<file path="config.mk">
export PLATFORM = sky130hd
export DESIGN_NAME = systolic_mac_pe
export DESIGN_NICKNAME = d
export VERILOG_FILES = /design/src/rtl/systolic_mac_pe.sv
export SDC_FILE = /design/constraint.sdc
export NUM_CORES = 1
export LEC_CHECK = 0
export CAP_MARGIN = 20
export CELL_PAD_IN_SITES_DETAIL_PLACEMENT = 1
export CELL_PAD_IN_SITES_GLOBAL_PLACEMENT = 1
export CORE_UTILIZATION = 49
export CTS_CLUSTER_SIZE = 16
export DETAILED_ROUTE_END_ITERATION = 8
export PLACE_DENSITY = 0.95
export SETUP_SLACK_MARGIN = 0.05
export SYNTH_ARGS = -nofsm -noshare
export SYNTH_HDL_FRONTEND = slang
export SYNTH_SLANG_ARGS = --single-unit
</file>
<file path="constraint.sdc">
create_clock -name clk -period 24.2 [get_ports clk]
set_input_delay 4.84 -clock clk [delete_from_list [all_inputs] [get_ports clk]]
set_output_delay 4.84 -clock clk [all_outputs]
set_load 0.005 [all_outputs]
</file>
<file path="src/rtl/systolic_mac_pe.sv">
// Output-stationary signed MAC processing element for a 2-D systolic array, with drain shift chain.
// Latency: operand forwarding 1 cycle; accumulator/result updates 1 cycle after a firing beat.
// Backpressure: none; operands are consumed only when both valids are high, and drain/clear pre-empt accumulation.
module systolic_mac_pe #(
    parameter int DATA_WIDTH = 16,
    parameter int ACC_WIDTH  = 40,
    parameter int SATURATE   = 1,
    parameter int CNT_WIDTH  = 16
) (
    input  logic                  clk,
    input  logic                  reset,
    input  logic [DATA_WIDTH-1:0] a_in,
    input  logic                  a_vld_in,
    input  logic                  a_last_in,
    input  logic [DATA_WIDTH-1:0] b_in,
    input  logic                  b_vld_in,
    output logic [DATA_WIDTH-1:0] a_out,
    output logic                  a_vld_out,
    output logic                  a_last_out,
    output logic [DATA_WIDTH-1:0] b_out,
    output logic                  b_vld_out,
    input  logic                  clear_in,
    input  logic                  drain_en,
    input  logic [ACC_WIDTH-1:0]  drain_in,
    output logic [ACC_WIDTH-1:0]  drain_out,
    output logic                  result_valid,
    output logic                  busy,
    output logic [CNT_WIDTH-1:0]  term_cnt,
    output logic                  sat_flag,
    output logic                  err_mismatch
);

    localparam int PROD_WIDTH = 2 * DATA_WIDTH;

    localparam logic [1:0] S_IDLE  = 2'd0;
    localparam logic [1:0] S_ACCUM = 2'd1;
    localparam logic [1:0] S_DONE  = 2'd2;
    localparam logic [1:0] S_DRAIN = 2'd3;

    // Most positive / most negative accumulator values used when clamping.
    localparam logic [ACC_WIDTH-1:0] ACC_MAX = {1'b0, {(ACC_WIDTH-1){1'b1}}};
    localparam logic [ACC_WIDTH-1:0] ACC_MIN = {1'b1, {(ACC_WIDTH-1){1'b0}}};

    logic [1:0]                   state;
    logic [ACC_WIDTH-1:0]         acc;

    logic signed [PROD_WIDTH-1:0] a_ext;
    logic signed [PROD_WIDTH-1:0] b_ext;
    logic signed [PROD_WIDTH-1:0] prod_full;
    logic [ACC_WIDTH-1:0]         prod_ext;
    logic [ACC_WIDTH-1:0]         sum_raw;
    logic [ACC_WIDTH-1:0]         sum_clamped;
    logic [ACC_WIDTH-1:0]         sum_sel;
    logic                         sum_ovf;
    logic [CNT_WIDTH-1:0]         cnt_inc;
    logic                         fire;
    logic                         mismatch;

    // A beat only counts when both operands are present and no drain/clear owns the cycle.
    assign fire     = a_vld_in & b_vld_in & ~drain_en & ~clear_in;
    // Drain/clear exclusion is handled by the priority chain in the state block.
    assign mismatch = a_vld_in ^ b_vld_in;

    // Operands widened before the multiply so the product is exact at 2*DATA_WIDTH bits.
    assign a_ext     = PROD_WIDTH'($signed(a_in));
    assign b_ext     = PROD_WIDTH'($signed(b_in));
    assign prod_full = a_ext * b_ext;
    // Sign-extend the product into the accumulator domain; ACC_WIDTH >= PROD_WIDTH.
    assign prod_ext  = ACC_WIDTH'(prod_full);

    assign sum_raw = acc + prod_ext;
    // Two's-complement overflow: operands agree in sign but the result does not.
    assign sum_ovf = (acc[ACC_WIDTH-1] == prod_ext[ACC_WIDTH-1]) &&
                     (sum_raw[ACC_WIDTH-1] != acc[ACC_WIDTH-1]);
    // On overflow the direction is given by the (common) operand sign.
    assign sum_clamped = sum_ovf ? (acc[ACC_WIDTH-1] ? ACC_MIN : ACC_MAX) : sum_raw;
    assign sum_sel     = (SATURATE != 0) ? sum_clamped : sum_raw;

    // Term counter sticks at all-ones rather than wrapping back to a misleading small count.
    assign cnt_inc = (&term_cnt) ? term_cnt : term_cnt + CNT_WIDTH'(1);

    // Systolic operand forwarding: always one register stage, regardless of PE state.
    always_ff @(posedge clk) begin
        if (reset) begin
            a_out      <= '0;
            a_vld_out  <= 1'b0;
            a_last_out <= 1'b0;
            b_out      <= '0;
            b_vld_out  <= 1'b0;
        end else begin
            a_out      <= a_in;
            a_vld_out  <= a_vld_in;
            a_last_out <= a_last_in;
            b_out      <= b_in;
            b_vld_out  <= b_vld_in;
        end
    end

    // Accumulator, term counter, flags and FSM: reset > clear > drain > fire > mismatch.
    always_ff @(posedge clk) begin
        if (reset) begin
            state        <= S_IDLE;
            acc          <= '0;
            term_cnt     <= '0;
            sat_flag     <= 1'b0;
            err_mismatch <= 1'b0;
        end else if (clear_in) begin
            // Discards any partial sum, including one mid-accumulation.
            state        <= S_IDLE;
            acc          <= '0;
            term_cnt     <= '0;
            sat_flag     <= 1'b0;
            err_mismatch <= 1'b0;
        end else if (drain_en) begin
            // Row-wide shift: take the west neighbour's value; counter and flags keep describing the last product.
            state <= S_DRAIN;
            acc   <= drain_in;
        end else if (fire) begin
            if (state == S_ACCUM) begin
                acc      <= sum_sel;
                term_cnt <= cnt_inc;
                if (sum_ovf) begin
                    sat_flag <= 1'b1;
                end
            end else begin
                // First term of a new dot product cannot overflow since ACC_WIDTH >= 2*DATA_WIDTH.
                acc      <= prod_ext;
                term_cnt <= CNT_WIDTH'(1);
                sat_flag <= 1'b0;
            end
            state <= a_last_in ? S_DONE : S_ACCUM;
        end else if (mismatch) begin
            // Half a beat arrived: flag it, but leave accumulation and state untouched.
            err_mismatch <= 1'b1;
        end
    end

    assign drain_out    = acc;
    assign result_valid = (state == S_DONE);
    assign busy         = (state == S_ACCUM);

endmodule
</file>
==> flow_summary.toml <==
[run_status]
status = "finished clean"

[worst_setup_path]
worstSetupPathType = "in2reg"
start_kind = "primary input"
cp_data_arrival_time_ps = 15570
slowest_stage = "clkdlybuf4s50_1"
end_kind = "flip-flop"
required_ps = 24510
cp_max_fo = 17
cpPeakStageDelay_ps = 870
cp_common_cell = "fa_1"

[grt]
grt_max_degree = 44
grt_pass1_vias = 16700
grt_usage_pct = 37.4
overflow = 0
grt_first_pass_wirelength_um = 93500
antenna_found_initial = 1

[yosys]
yosys.cell_count.top_type = "inv_1"
synth.distinct_cells = 75
synth-async-reset-ratio_pct = 0
synth_ff_type = "dfxtp_1"
synth_edf_count = 0
ys_seq_area_share_pct = 12.0
yosys_warnings = 0
postSynthAreaPerCell_um2 = 8.61
synthCells = 1843
yosys-top-cells-area = "fa_1 (33%), dfxtp_1 (12%), ha_1 (9.8%)"
yosys.area.top_type_share_pct = 33.2
yosysTopAreaCell = "fa_1"
netlist_area_um2 = 15900
ys_seq_elements = 95
synth_common_cells = "inv_1 (301), fa_1 (263), nand2_1 (181)"
syn_nets = 2309

[die]
num_rows = 65
start_util_pct = 50.0
die_h_um = 182
fp.dieW_um = 182
io_pins = 174
core_area_um2 = 31700
dieArea_um2 = 33100

[placed_design]
gp_congestion = 0.871
dp_hpwl_um = 46800
port-buffer-count = 173
place_inst = 2348

[clocking]
cts-root-buf = "clkbuf_16"
clk_latency_ps = 400
cts_tree = "yes"
numCtsBuffers = 9
cts-resized-gates = 0
htreeDepth = 3
cts_sinks = 95
holdBufCountCts = 0
clockBufferDepth = 2
path_clk_slew_ps = 70
post_cts_buffers = 0

[route]
routed_wl_um = 60500
route.detailed.drc = 0
dr.pass1.iters = 7
ant_nets = 0
wl_per_cell_um = 25.6
drt_iter0_drc = 1342
vias_per_cell = 6.27
vias = 14800

[cells_and_area]
regArea_um2 = 1900
final_cells = 2363
multiInputGateArea_um2 = 12500
drive_gt1_share_pct = 2.35
syn_to_final_growth_pct = 14.2
fillers = 3728
fin_nets = 2423
antenna_cells = 0

[timing]
worst_pin_slew_ps = 1060
hold_viol = 0
tns_ps = 0
rsz0062_at_grt = "false"
setup_viol = 0
skew_ps = 20.9
min_period_over_period_pct = 63.1
layout_min_cycle_time_ps = 15260
whs_ps = 485
fmaxAchievable_mhz = 65.5
slew_viol_final = 0
slew-limit-headroom_pct = 29.5

[min_path]
hold_class = "reg2reg"

[run]
maxCapViolations = 0
path summary, 6_finish.rpt:
path                                   start             to  slack, ps  cells past startpoint
worst max-delay path                a_in[13]  drain_out[37]       8940                     32
worst min-delay path            err_mismatch   err_mismatch        480                      2
worst max register to register  drain_out[1]   drain_out[2]      20110                     11
worst min register to register  err_mismatch   err_mismatch        480                      2
registers in the layout (all words and copies together), names as in the netlist:
register / flops
a_last_out: 1
a_out: 16
a_vld_out: 1
b_out: 16
b_vld_out: 1
drain_out: 40
err_mismatch: 1
sat_flag: 1
state: 2
term_cnt: 16
per-layer routing:
metal / vias up / global-route usage (%) / share of wire (%)
li1: 6163 / - / -
met1: 7543 / 41.1 / 35
met2: 786 / 64.6 / 50
met3: 320 / 7.66 / 6.8
met4: 0 / 27.3 / 7.6
met5: - / 0 / 0
layout make-up:
| class | count | share of cell area [%] |
|---|---|---|
| Timing Repair Buffer | 180 | 9.82 |
| Inverter | 301 | 6.23 |
| Clock inverter | 5 | 0.235 |
| Tap cell | 402 | 2.78 |
| Clock buffer | 10 | 1.26 |
| Sequential cell | 95 | 10.5 |
| Multi-Input combinational cell | 1370 | 69.2 |
logic make-up (layout without fill, tap and decap cells):
group | Yosys count | count (layout) | synth area share [%]
adder cells (fa/ha/maj) | 387 | 387 | 42.9
XOR/XNOR | 81 | 81 | 4.47
AO/OA/AOI/OAI | 366 | 366 | 14.6
flip-flops | 95 | 95 | 12.0
AND/OR/NAND/NOR | 536 | 536 | 17.0
buffers and inverters | 378 | 496 | 9.03
worst max-delay path, delay by kind of cell:
kind	cells	cell delay, ps
simple gates	9	2610
buf+inv	6	1550
compound gates	9	2080
fa+ha+maj	8	4440
cell usage in the layout (no fill, tap or decap), types with 3 or more instances in the layout:
cell type and n:
a221oi_1 3, o22ai_1 14, a21oi_1 123, o21bai_1 11, ha_1 124, nor2b_1 38
or3_1 8, dfxtp_1 95, o21ai_1 8, nand4_1 10, o211ai_1 14, o31ai_1 5
clkdlybuf4s50_1 172, inv_1 301, nand3_1 26, a211oi_1 15, a21o_1 24, nor3_1 18
nor3b_1 3, buf_4 7, o21ai_0 77, nand2b_1 12, fa_1 263, a22oi_1 9
o221ai_1 5, xnor2_1 49, a31oi_1 13, or2_2 5, and3_1 19, and2_1 125
nor2_1 75, a21boi_0 3, nand2_1 181, clkbuf_16 9, o32ai_1 3, xor2_1 32
o21a_1 8
per-stage QoR:
step           cell area [um2]  util (%)  worst slack, ps
3_5_place_dp             17900      56.3             8820
6_report                 18100      57.1             8940
4_1_cts                  18100      57.1             9160
3_3_place_gp             17900      56.3             9510
2_1_floorplan            15900         -            11170
5_1_grt                  18100      57.1             8420
Power is not shown: default switching activity piles up to over one toggle a cycle in this logic, so the estimate is an artifact.
